File: src/rtl/usb_rx_pkg.sv
// Shared types and constants for the USB bulk-endpoint RX control path.
package usb_rx_pkg;

  typedef enum logic [3:0] {
    PID_OUT   = 4'h1,
    PID_IN    = 4'h9,
    PID_SETUP = 4'hD,
    PID_DATA0 = 4'h3,
    PID_DATA1 = 4'hB,
    PID_ACK   = 4'h2,
    PID_NAK   = 4'hA,
    PID_STALL = 4'hE
  } pid_e;

  typedef enum logic [3:0] {
    IDLE, SYNC, PID, TOKEN, DATA, HSK, CHECK, ERROR, DRAIN, DONE
  } state_e;

  typedef enum logic [2:0] {
    ERR_NONE    = 3'd0,
    ERR_SYNC    = 3'd1,
    ERR_PID     = 3'd2,
    ERR_UNSUP   = 3'd3,
    ERR_LEN     = 3'd4,
    ERR_CRC     = 3'd5,
    ERR_TIMEOUT = 3'd6
  } err_e;

  localparam logic [7:0] SYNC_BYTE = 8'h80;

  // Upper nibble of a PID byte must be the complement of the lower nibble.
  function automatic logic pid_check_ok(input logic [7:0] b);
    return b[7:4] == ~b[3:0];
  endfunction

endpackage

File: src/rtl/rx_timeout_timer.sv
// Inactivity timer: counts enabled cycles since the last clear, flags expiry.
module rx_timeout_timer #(
  parameter int unsigned TIMEOUT_CYCLES = 1024
) (
  input  logic clk,
  input  logic rst,
  input  logic clear,
  input  logic enable,
  output logic expired
);

  localparam int unsigned W = $clog2(TIMEOUT_CYCLES + 1);

  logic [W-1:0] cnt_q;

  assign expired = enable && (cnt_q == W'(TIMEOUT_CYCLES - 1));

  always_ff @(posedge clk or posedge rst) begin
    if (rst) begin
      cnt_q <= '0;
    end else if (clear || !enable) begin
      cnt_q <= '0;
    end else if (!expired) begin
      cnt_q <= cnt_q + W'(1);
    end
  end

endmodule

File: src/rtl/usb_rx_ctrl.sv
// USB RX control FSM: sequences SYNC/PID/payload/EOP/CRC and reports coded errors.
// Optional USB_RX_STATS_EN adds saturating packet/error counters.
module usb_rx_ctrl
  import usb_rx_pkg::*;
#(
  parameter int unsigned MAX_PAYLOAD    = 64,
  parameter int unsigned TIMEOUT_CYCLES = 1024,
  parameter int unsigned CNT_W          = $clog2(MAX_PAYLOAD + 3)
) (
  input  logic             clk,
  input  logic             rst,
  input  logic             d_edge,
  input  logic             byte_complete,
  input  logic [7:0]       rx_byte,
  input  logic             eop,
  input  logic             crc_valid,
  input  logic             crc_ok,
  output logic             enable_timer,
  output logic             crc_clear,
  output logic             crc_sel,
  output logic             load_pid,
  output logic [3:0]       pid,
  output logic             load_data,
  output logic [CNT_W-1:0] data_count,
  output logic             load_done,
  output logic             load_error,
  output logic [2:0]       err_code,
  output logic             busy
`ifdef USB_RX_STATS_EN
  ,
  output logic [15:0]      pkt_count,
  output logic [15:0]      err_count
`endif
);

  localparam logic [CNT_W-1:0] CNT_LIMIT = CNT_W'(MAX_PAYLOAD + 2);

  state_e           state_q, state_d;
  logic [3:0]       pid_q, pid_d;
  logic [CNT_W-1:0] cnt_q, cnt_d;
  err_e             err_q, err_d;
  logic             load_pid_q, load_pid_d;
  logic             crc_sel_q, crc_sel_d;
  logic [1:0]       tok_q, tok_d;
  logic             eop_seen_q, eop_seen_d;
  logic             timer_en, timer_clr, expired;

  assign timer_en  = state_q inside {SYNC, PID, TOKEN, DATA, HSK, CHECK, DRAIN};
  assign timer_clr = byte_complete | eop | (state_d != state_q);

  rx_timeout_timer #(
    .TIMEOUT_CYCLES(TIMEOUT_CYCLES)
  ) u_timer (
    .clk    (clk),
    .rst    (rst),
    .clear  (timer_clr),
    .enable (timer_en),
    .expired(expired)
  );

  always_ff @(posedge clk or posedge rst) begin
    if (rst) begin
      state_q    <= IDLE;
      pid_q      <= '0;
      cnt_q      <= '0;
      err_q      <= ERR_NONE;
      load_pid_q <= 1'b0;
      crc_sel_q  <= 1'b0;
      tok_q      <= '0;
      eop_seen_q <= 1'b0;
    end else begin
      state_q    <= state_d;
      pid_q      <= pid_d;
      cnt_q      <= cnt_d;
      err_q      <= err_d;
      load_pid_q <= load_pid_d;
      crc_sel_q  <= crc_sel_d;
      tok_q      <= tok_d;
      eop_seen_q <= eop_seen_d;
    end
  end

  always_comb begin
    state_d    = state_q;
    pid_d      = pid_q;
    cnt_d      = cnt_q;
    err_d      = err_q;
    load_pid_d = 1'b0;
    crc_sel_d  = crc_sel_q;
    tok_d      = tok_q;
    eop_seen_d = eop_seen_q | eop;

    unique case (state_q)
      IDLE: begin
        if (d_edge) begin
          state_d    = SYNC;
          cnt_d      = '0;
          err_d      = ERR_NONE;
          tok_d      = '0;
          eop_seen_d = 1'b0;
        end
      end
      SYNC: begin
        if (byte_complete && rx_byte == SYNC_BYTE) begin
          state_d = PID;
        end else if (byte_complete || eop) begin
          state_d = ERROR;
          err_d   = ERR_SYNC;
        end
      end
      PID: begin
        if (byte_complete) begin
          if (!pid_check_ok(rx_byte)) begin
            state_d = ERROR;
            err_d   = ERR_PID;
          end else begin
            pid_d      = rx_byte[3:0];
            load_pid_d = 1'b1;
            case (rx_byte[3:0])
              PID_OUT, PID_IN, PID_SETUP: begin
                state_d   = TOKEN;
                crc_sel_d = 1'b0;
              end
              PID_DATA0, PID_DATA1: begin
                state_d   = DATA;
                crc_sel_d = 1'b1;
              end
              PID_ACK, PID_NAK, PID_STALL: state_d = HSK;
              default: begin
                state_d = ERROR;
                err_d   = ERR_UNSUP;
              end
            endcase
          end
        end
        if (eop && state_d != ERROR) begin
          state_d = ERROR;
          err_d   = ERR_LEN;
        end
      end
      // Byte is accounted first; eop then judges the updated count.
      TOKEN: begin
        if (byte_complete) begin
          if (tok_q == 2'd2) begin
            state_d = ERROR;
            err_d   = ERR_LEN;
          end else begin
            tok_d = tok_q + 2'd1;
          end
        end
        if (eop && state_d != ERROR) begin
          if (tok_d == 2'd2) begin
            state_d = CHECK;
          end else begin
            state_d = ERROR;
            err_d   = ERR_LEN;
          end
        end
      end
      DATA: begin
        if (byte_complete) begin
          if (cnt_q == CNT_LIMIT) begin
            state_d = ERROR;
            err_d   = ERR_LEN;
          end else begin
            cnt_d = cnt_q + CNT_W'(1);
          end
        end
        if (eop && state_d != ERROR) begin
          if (cnt_d < CNT_W'(2)) begin
            state_d = ERROR;
            err_d   = ERR_LEN;
          end else begin
            state_d = CHECK;
          end
        end
      end
      HSK: begin
        if (byte_complete) begin
          state_d = ERROR;
          err_d   = ERR_LEN;
        end else if (eop) begin
          state_d = DONE;
        end
      end
      CHECK: begin
        if (crc_valid) begin
          if (crc_ok) begin
            state_d = DONE;
          end else begin
            state_d = ERROR;
            err_d   = ERR_CRC;
          end
        end
      end
      ERROR:   state_d = (eop_seen_q || eop) ? IDLE : DRAIN;
      DRAIN:   if (eop || expired) state_d = IDLE;
      DONE:    state_d = IDLE;
      default: state_d = IDLE;
    endcase

    // Timeout only wins when no other event moved the FSM this cycle.
    if (expired && state_d == state_q && !byte_complete && !eop &&
        state_q inside {SYNC, PID, TOKEN, DATA, HSK, CHECK}) begin
      state_d = ERROR;
      err_d   = ERR_TIMEOUT;
    end
  end

  always_comb begin
    enable_timer = 1'b0;
    crc_clear    = 1'b0;
    load_data    = 1'b0;
    load_done    = 1'b0;
    load_error   = 1'b0;
    busy         = (state_q != IDLE);
    case (state_q)
      IDLE:  crc_clear = d_edge;
      SYNC, PID, TOKEN, HSK: enable_timer = 1'b1;
      DATA: begin
        enable_timer = 1'b1;
        load_data    = byte_complete && (cnt_q != CNT_LIMIT);
      end
      ERROR: load_error = 1'b1;
      DONE:  load_done  = 1'b1;
      default: ;
    endcase
  end

  assign pid        = pid_q;
  assign data_count = cnt_q;
  assign err_code   = err_q;
  assign load_pid   = load_pid_q;
  assign crc_sel    = crc_sel_q;

`ifdef USB_RX_STATS_EN
  logic [15:0] pkt_q, errc_q;

  always_ff @(posedge clk or posedge rst) begin
    if (rst) begin
      pkt_q  <= '0;
      errc_q <= '0;
    end else begin
      if (state_q == DONE && pkt_q != '1)   pkt_q  <= pkt_q + 16'd1;
      if (state_q == ERROR && errc_q != '1) errc_q <= errc_q + 16'd1;
    end
  end

  assign pkt_count = pkt_q;
  assign err_count = errc_q;
`endif

endmodule

File: config.mk
export PLATFORM = sky130hd
export DESIGN_NAME = usb_rx_ctrl
export DESIGN_NICKNAME = d
export VERILOG_FILES = /design/src/rtl/usb_rx_pkg.sv /design/src/rtl/rx_timeout_timer.sv /design/src/rtl/usb_rx_ctrl.sv
export SDC_FILE = /design/constraint.sdc
export NUM_CORES = 1
export LEC_CHECK = 0
export ABC_AREA = 0
export BUFFER_PORTS_ARGS = -buffer_cell sky130_fd_sc_hd__buf_2
export CAP_MARGIN = 20
export CORE_ASPECT_RATIO = 0.8
export CORE_MARGIN = 2
export CORE_UTILIZATION = 57
export DETAILED_ROUTE_END_ITERATION = 8
export GPL_TIMING_DRIVEN = 0
export PLACE_DENSITY = 0.8
export SYNTH_ARGS = -nofsm -noshare
export SYNTH_HDL_FRONTEND = slang
export SYNTH_SLANG_ARGS = --single-unit
File: constraint.sdc
create_clock -name clk -period 2.82 [get_ports clk]
set_input_delay 0.282 -clock clk [delete_from_list [all_inputs] [get_ports clk]]
set_output_delay 0.282 -clock clk [all_outputs]
set_load 0.005 [all_outputs]
# [Yosys cells after proc, flatten, opt, wreduce, memory -nomap -nowiden]
# Cells that the tools add are included.
[word_totals] register_bits=34 input_bits=15 out_inout_bits=22 wordCells=160
[classes] add_sub_neg=3 n_lt_le_gt_ge=1 eq_ne=39 n_mux=69 bitwise=4 reduce_logical=35
[ops] operator="$mux 4" count=21
[ops] operator="$mux 3" count=20
[ops] operator="$pmux 4 s9" count=1
[ops] operator="$eq 4x4->1 const B" count=7
[ops] operator="$mux 7" count=4
[ops] operator="$mux 11" count=2
[ops] operator="$pmux 3 s7" count=1
[ops] operator="$eq 4x2->1 const B" count=4
[ops] operator="$eq 4x3->1 const B" count=4
[ops] operator="$ne 4x3->1 const B" count=4
[ops] operator="$pmux 7 s2" count=1
[ops] operator="$mux 1" count=12
[ops] operator="$ne 3x2->1 const B" count=4
[ops] operator="$add 11x1->11 const B" count=1
[ops] operator="$eq 11x10->1 const B" count=1
[ops] operator="$logic_and 1x1->1" count=10
[ops] operator="$pmux 3 s3" count=1
[ops] operator="$reduce_and 9->1" count=1
[ops] operator="$eq 4x1->1 const B" count=2
[ops] operator="$eq 4x4->1" count=2
[ops] operator="$eq 8x8->1 const B" count=1
[ops] operator="$mux 2" count=4
[ops] operator="$reduce_bool 8->1" count=1
[ops] operator="$reduce_or 8->1" count=1
[ops] operator="other kinds (29)" count=41

# [Depth between registers and ports, before layout]
# Gate-level depths: netlist of the first run.
[depth] word_depth=20 mapped_depth=9 ltp_nobuf=8

# [Hierarchy]
# A second synthesis of the first run with hierarchy kept.
[hier_totals] hier_cells=298 hier_area_um2=2483.6
[by_module_without_submodules] mod="usb_rx_ctrl" n_inst=1 cells_each=240 area_each_um2=1899.3 seq_area_each_um2=575.6
[by_module_without_submodules] mod="rx_timeout_timer" n_inst=1 cells_each=58 area_each_um2=584.3 seq_area_each_um2=275.3

# [Worst setup path after synthesis of the first run]
# No wires, ideal clock.
[synth_path] path_kind="register to register" startpoint="reg state_q[2]" endpoint="reg u_timer.cnt_q[0]" setup_ps=123 t_arrival_ps=1929 required_ps=2697 setup_slack_ps=768 path_stages_with_launch=9 n_path_buf=2 period_less_slack_ps=2052 cell_sequence="dfrtp_1 -> buf_6 -> or2_1 -> a221o_1 -> nor3_4 -> nand2_1 -> a32oi_1 -> buf_4 -> nor3_1"
[synth_between] elab_chain_cells=17 elab_cells_between_ends=50 cone_classes="14 x eq/ne; 21 x mux; 1 x bitwise; 14 x reduce/logical"
[synth_rtl] element="from (decl)" line="usb_rx_ctrl.sv:38" rtl="state_e state_q, state_d;"
[synth_rtl] element="from (signal assigned)" line="usb_rx_ctrl.sv:72" rtl="state_q <= state_d;"
[synth_rtl] element="$mux 4, on equally long branches" line="usb_rx_ctrl.sv:162, usb_rx_ctrl.sv:144"
[synth_rtl] element="$mux 4, on equally long branches" line="usb_rx_ctrl.sv:161, usb_rx_ctrl.sv:143"
[synth_rtl] element="$mux 4" line="usb_rx_ctrl.sv:93" rtl="unique case (state_q)"
[synth_rtl] element="$ne 4x3->1, on equally long branches" line="usb_rx_ctrl.sv:169, usb_rx_ctrl.sv:151"
[synth_rtl] element="$logic_and 1x1->1, on equally long branches" line="usb_rx_ctrl.sv:169, usb_rx_ctrl.sv:151"
[synth_rtl] element="$mux 4, on equally long branches" line="usb_rx_ctrl.sv:169, usb_rx_ctrl.sv:151"
[synth_rtl] element="$pmux 4 s9" line="usb_rx_ctrl.sv:93"
[synth_rtl] element="$eq 4x4->1" line="usb_rx_ctrl.sv:203" rtl="if (expired && state_d == state_q && !byte_complete && !eop &&"
[synth_rtl] element="$logic_and 1x1->1 (3 in series)" line="usb_rx_ctrl.sv:203"
[synth_rtl] element="$logic_and 1x1->1" line="usb_rx_ctrl.sv:204" rtl="state_q inside {SYNC, PID, TOKEN, DATA, HSK, CHECK}) begin"
[synth_rtl] element="$mux 4" line="usb_rx_ctrl.sv:203"
[synth_rtl] element="$ne 4x4->1" line="usb_rx_ctrl.sv:49" rtl="assign timer_clr = byte_complete | eop | (state_d != state_q);"
[synth_rtl] element="$or 1x1->1" line="usb_rx_ctrl.sv:49"
[synth_rtl] element="$logic_or 1x1->1" line="rx_timeout_timer.sv:21" rtl="end else if (clear || !enable) begin"
[synth_rtl] element="$ne 2x1->1 (no line) / $mux 11 (equally long branches)"
[synth_rtl] element="to (signal assigned)" line="rx_timeout_timer.sv:24" rtl="cnt_q <= cnt_q + W'(1);"
[synth_rtl] element="to (decl)" line="rx_timeout_timer.sv:14" rtl="logic [W-1:0] cnt_q;"
# Several ways; a longest one is shown, not always the timed one. The select of a mux whose other input is x is not followed.
# A chain may end at the register's enable or synchronous reset.

# [Final worst setup path of the first run]
[layout_path] startpoint="reg state_q[3]" endpoint="out load_data"
[layout_between] elab_chain_cells=2
[layout_rtl] element="$eq 4x3->1" line="usb_rx_ctrl.sv:217" rtl="case (state_q)"
[layout_rtl] element="$mux 1" line="usb_rx_ctrl.sv:217"
[layout_rtl] element="to (decl)" line="usb_rx_ctrl.sv:23" rtl="output logic load_data,"
# Every way passes these cells.

==> impl_metrics.ini, run 1 <==
[status]
status = completed

[cells_and_area]
syn_to_final_growth_pct = 14.9
drive_gt1_share_pct = 17.6
nNetsFinal = 360
antenna_cells = 0
final_area_um2 = 2820
regArea_um2 = 851
n_fill_cell = 362
multi_input_area_um2 = 1460

[route]
wl_met3_um = 682
wl_um = 6280
dr_wl_met2_um = 2520
via_per_inst = 6.13
wl_met1_um = 3030
vias = 2441
detail-route-antenna-nets = 0
top_layer = met4
firstDrtPassIters = 5
drt_iter0_drc = 215
drc = 0
wl_per_cell_um = 15.8

[synthesis]
synth-adder-area-share_pct = 2.55
netlist_area_um2 = 2450
synth_compound_area_share_pct = 22.1
syn_inst = 298
synthMuxAreaShare_pct = 1.33
synth_top_area_cell = dfrtp_1
synth_xor_area_share_pct = 5.00
yosys-top-cells-area = dfrtp_1 (35%), nor2_1 (4.4%), nand2_1 (4.3%), o21ai_0 (4.3%), nor3_1 (3.7%)
yosysTopAreaCellShare_pct = 34.7
syn_nets = 318
async_flop_share_pct = 100
synthSimpleGateAreaFrac_pct = 28.4
avgSynthCellArea_um2 = 8.23
synth-edff-count = 0
ys_types = 65
yosys_warnings = 0
ys_seq_area_share_pct = 34.7
synth_seq_cells = 34
synth_top_family_by_area = simple AND/OR/NAND/NOR gates
synth_ff_type = dfrtp_1

[global_route]
grt_pass1_wl_um = 10700
grtUsageTotal_pct = 27.3
grt_pass1_vias = 2242
antenna_found_initial = 0
grt_overflow = 0
grt_max_degree = 20

[sta]
rsz0062_at_grt = false
fin_crit_ps = 2540
worstMarginPinSlew_ps = 838
hold_violations = 0
fmax_mhz = 394
max_slew_margin_pct = 43.7
slew_viol_final = 0
fin_tns_setup_ps = 0
finalCritPeriodShare_pct = 89.9
setup_viol = 0
finClkSkew_ps = 7.61

[placed_design]
hpwl_um = 4690
portBuffers = 34
gp_congestion = 0.969
placed_cell_area_um2 = 2720

[clocking]
clkTransAtPathRegs_ps = 70
tritoncts = yes
cts_resized = 0
cts_made_buffers = 5
post-cts-setup-buffer-count = 0
clk_path_buf_depth = 2
cts_root_buf = clkbuf_8
ctsHoldBuffers = 0
htreeDepth = 2
numClockSinks = 34
clk_latency_ps = 290

[worst_setup_path]
arrival_ps = 2250
path_cells = clkbuf_1 > nand2b_1 > nor3_1 > nand2_1 > nor2_1 > buf_2
path_class = reg -> out
endpoint_kind = primary output
path_max_fanout = 8
critPathSlowestCell = nor3_1
cp_slowest_stage_delay_ps = 690
critPathLaunchType = flop
required_ps = 2540

[floorplan]
chipHeight_um = 62.7
die_area_um2 = 4840
fp-row-count = 21
ios = 37
die_x_um = 77.3
core-area_um2 = 4150
initial_utilization_pct = 59.0

[power_and_ir_drop]
peakVddDrop_mv = 0.626
p_leak_nw = 1.21
power_density_nw_per_um2 = 894

[run]
drv_cap = 0

[worst_hold_path]
hp-class = in -> async
-- placed cells by master (no fill, tap or decap), types with 6 or more instances in the layout --
| cell | n |
|---|---|
| clkbuf_1 | 13 |
| xor2_1 | 7 |
| o21ai_0 | 21 |
| buf_2 | 38 |
| nor3_1 | 18 |
| inv_1 | 13 |
| nand2_1 | 28 |
| nor2_1 | 29 |
| xnor2_1 | 7 |
| a31oi_1 | 7 |
| nand3_1 | 11 |
| dfrtp_1 | 34 |
| a21oi_1 | 11 |
| clkbuf_8 | 6 |
-- worst max-delay path: cells and delay by family, from the launching register on --
family / cells / cell delay, ps
and+or+nand+nor: 4 / 1300
buffers and inverters: 2 / 310
DFF: 1 / 360
-- Yosys cell counts (3+ instances only) --
cell	count
nand2b_1	5
and4_1	4
inv_1	13
nor2_1	29
dfrtp_1	34
ha_1	5
a32o_1	3
nor4_1	5
clkbuf_1	13
xor2_1	7
buf_2	4
and3_1	4
a21oi_1	11
o31ai_1	4
a211o_1	4
o21a_1	3
nand3_1	11
a31oi_1	7
nor3_1	18
xnor2_1	7
nand2_1	28
o21ai_0	21
nor3b_1	5
-- sequential cells by signal (all words and copies together), names as in the netlist --
signal / count
crc_sel: 1
data_count: 7
eop_seen_q: 1
err_code: 3
load_pid: 1
pid: 4
state_q: 4
tok_q: 2
u_timer.cnt_q: 11
-- path summary, 6_finish.rpt --
kind | start | slack, ps | to | depth (start not counted)
max | state_q[3] | 280 | load_data | 6
min | rst | 90 | load_pid | 2
max reg2reg | state_q[3] | 470 | err_code[0] | 7
min reg2reg | pid[3] | 470 | pid[3] | 2
max in group asynchronous | rst | 2190 | state_q[1] | 3
min in group clk | rx_byte[0] | 300 | pid[0] | 3
-- per-stage QoR --
| stage | power (mW) | worst slack, ps | hold slack, ps | instances | util, % |
|---|---|---|---|---|---|
| final | 2.52 | 284 | 94.1 | 398 | 67.8 |
| after global placement | 2.08 | 544 | 456 | 389 | 64.9 |
| after detailed placement | 2.10 | 532 | 427 | 390 | 65.5 |
| after global routing | 2.72 | 77.9 | 168 | 398 | 67.8 |
| after CTS | 2.49 | 344 | 116 | 398 | 67.8 |
| after floorplan | 1.71 | 768 | 422 | 298 | - |
-- layer usage --
layer  global-route usage, %  vias up
met3                    8.09        4
li1                        -     1185
met1                    41.9     1118
met4                    6.03        0
met2                    37.7      134
met5                       0        -
-- power by group --
part / internal (mW) / switching, mW / total [mW]
clock network: 0.196 / 0.185 / 0.381
logic: 0.568 / 0.862 / 1.43
registers: 0.607 / 0.0987 / 0.705
total: 1.37 / 1.15 / 2.52
-- kinds of logic after synthesis --
| group | after synthesis |
|---|---|
| and+or+nand+nor | 130 |
| AOI/OAI and AO/OA | 78 |
| buffers and inverters | 34 |
| DFF | 34 |
| xor gates and xnor gates | 14 |
| adders and majority gates | 5 |
| muxes | 3 |
-- cell type report --
type	instances	share of cell area, %
buffer	21	3.42
clock buffer	6	2.93
clock inverter	2	0.444
inverter	13	1.73
multi-input combinational	230	51.7
sequential	34	30.2
tap	57	2.53
timing repair buffer	35	7.02
(Power assumes the default switching activity.)
==> run 2, diff against run 1 <==
--- a/config.mk
+++ b/config.mk
@@ -16,4 +16,5 @@
 export PLACE_DENSITY = 0.8
 export SYNTH_ARGS = -nofsm -noshare
 export SYNTH_HDL_FRONTEND = slang
+export SYNTH_HIERARCHICAL = 1
 export SYNTH_SLANG_ARGS = --single-unit
==> run 2 against run 1 <==
  * Worst hold slack better by 190 ps
  * Critical endpoint is now u_timer/cnt_q[9]
  * Die area rose by 1.3%
  * Wire length rose by 16%
  * Total power up 11%
  * Critical path type is now reg -> reg
  * Synthesized cell count is the same
  * Largest power group unchanged
  * Via count rose by 7.2%
  * Core utilization rose by 7.5 points
  * Clock power is 45% higher
==> impl_metrics.ini, run 2 <==
[synthesis]
async_flop_share_pct = 100
synth_common_cells = nor2_1 (37), dfrtp_1 (34), nand2_1 (27)
syn_nets = 318
yosysTopAreaCellShare_pct = 34.3
synth_ff_type = dfrtp_1
ys_types = 66
avgSynthCellArea_um2 = 8.33
yosys_warnings = 6
synth_top_area_cell = dfrtp_1
yosys-top-cells-area = dfrtp_1 (34%), nor2_1 (5.6%), nand2_1 (4.1%), xor2_1 (3.2%), o21ai_0 (3.0%)
netlist_area_um2 = 2480
synth_seq_cells = 34
synth-edff-count = 0
syn_inst = 298
ys_seq_area_share_pct = 34.3
yosysMostFrequentCell = nor2_1

[clocking]
tritoncts = yes
clk_latency_ps = 290
numClockSinks = 34
htreeDepth = 2
clk_path_buf_depth = 2
clkTransAtPathRegs_ps = 80
cts_made_buffers = 5
cts_root_buf = clkbuf_8

[global_route]
grt_max_degree = 24
antenna_found_initial = 0
grtUsageTotal_pct = 28.4
grt_overflow = 0
grt_pass1_wl_um = 11100
grt_pass1_vias = 2316

[power_and_ir_drop]
power_density_nw_per_um2 = 891
peakVddDrop_mv = 0.524
total_power_mw = 2.80
p_leak_nw = 1.46

[worst_setup_path]
arrival_ps = 3040
endpoint_kind = flop
critPathLaunchType = flop
required_ps = 3040
path_max_fanout = 10
path_class = reg -> reg

[floorplan]
die_area_um2 = 4900
core-area_um2 = 4180
ios = 37
initial_utilization_pct = 59.4
fp-row-count = 21
die_x_um = 77.8
chipHeight_um = 63.0

[sta]
finalWorstSetupSlack_ps = 1.33
finClkSkew_ps = 2.69
slew_viol_final = 0
hold_violations = 0
worstMarginPinSlew_ps = 927
max_slew_margin_pct = 38.1
setup_viol = 0
finalCritPeriodShare_pct = 100
holdWs_ps = 288
fin_crit_ps = 2820
fmax_mhz = 355

[cells_and_area]
final_common_cell = buf_2
nNetsFinal = 377
regMostFlops = u_timer/cnt_q
largest_reg_flops = 11
antenna_cells = 0
layout_common_cells = buf_2 (36), nor2_1 (34), dfrtp_1 (33)
syn_to_final_growth_pct = 26.7
drive_gt1_share_pct = 27.7
finalCoreUtilization_pct = 75.3

[route]
wl_um = 7310
wl_per_cell_um = 17.6
via_per_inst = 6.31
firstDrtPassIters = 8
vias = 2617
detail-route-antenna-nets = 0
drt_iter0_drc = 356
drc = 0

[placed_design]
gp_congestion = 0.939
portBuffers = 33
post-place-ws_ps = -379
hpwl_um = 4790

[worst_hold_path]
hp-class = in -> reg

[run]
drv_cap = 0

[status]
status = completed
-- run 2: changes by cell type after synthesis, sizes merged, moves of 4 or more --
cell	change
clkbuf	-9
nor3	-9
nor2	+8
nand4	+7
xnor2	-7
nand2b	+5
a211o	-4
and2	+4
inv	+4
nor2b	+4
-- run 2: final cells by class --
cell class                 count  area, µm²
buffer                        14        106
multi-input combinational    232       1580
sequential                    34        852
fill                         283       1030
clock inverter                 3       68.8
inverter                      17       63.8
timing repair buffer          53        330
tap                           57       71.3
clock buffer                   5       68.8
-- run 2: timing repair --
action / in CTS / in global routing
buffers inserted: 1 / 18
pin swaps: 1 / 10
endpoints found under the setup margin: 11 / 11
endpoints found under the hold margin: 11 / 0
gates resized for setup: 9 / 34
hold buffers: 1 / 0
-- run 2: logic make-up (layout without fill, tap and decap cells) --
kind of cell | count (synthesis) | count (layout) | synth area share [%]
AND/OR/NAND/NOR | 133 | 133 | 29.4
AO/OA/AOI/OAI | 79 | 79 | 22.4
flip-flops | 34 | 34 | 34.3
buffers and inverters | 32 | 92 | 5.59
XOR/XNOR | 9 | 9 | 3.17
multiplexers | 6 | 6 | 2.67
adder cells (fa/ha/maj) | 5 | 5 | 2.52
-- run 2: path summary, 6_finish.rpt --
| path | startpoint | to | slack [ps] | cells after the start |
|---|---|---|---|---|
| min reg2reg | crc_sel | crc_sel | 490 | 1 |
| max | state_q[0] | u_timer/cnt_q[9] | 1 | 15 |
| max reg2reg | state_q[0] | u_timer/cnt_q[9] | 1 | 15 |
| max in group asynchronous | rst | state_q[3] | 1430 | 3 |
| min in group asynchronous | rst | u_timer/cnt_q[9] | 550 | 3 |
| min | rx_byte[0] | pid[0] | 290 | 3 |
-- run 2: worst max-delay path: stages, from the launching register on --
cell	delay [ps]
dfrtp_1	420
clkbuf_4	210
nor2_4	190
a222oi_1	150
and2_4	200
nor2_1	90
nand3_1	100
o21ai_0	100
inv_1	80
or3_1	330
o211ai_1	160
o2111ai_2	190
nand2b_4	220
nor2_1	120
nand2_1	80
o21ai_1	100
-- run 2: per-layer routing --
metal | track usage [%] | share of wire (%) | wire, µm
met5 | 0 | 0 | 0
met3 | 6.07 | 9.9 | 720
met1 | 43.6 | 43 | 3160
met2 | 40.3 | 45 | 3310
met4 | 7.14 | 1.6 | 114
-- run 2: through the flow --
step           instance area [µm²]  TNS [ps]  cells
4_1_cts                       2900         0    397
5_1_grt                       3150      -531    415
3_3_place_gp                  2730     -2550    388
2_1_floorplan                 2490         0    298
6_report                      3150         0    415
3_5_place_dp                  2730     -2610    388
-- run 2: power breakdown --
part	total, mW	switching [mW]	internal [mW]
sequential	0.674	0.0828	0.592
clock	0.552	0.197	0.354
combinational	1.58	0.890	0.687
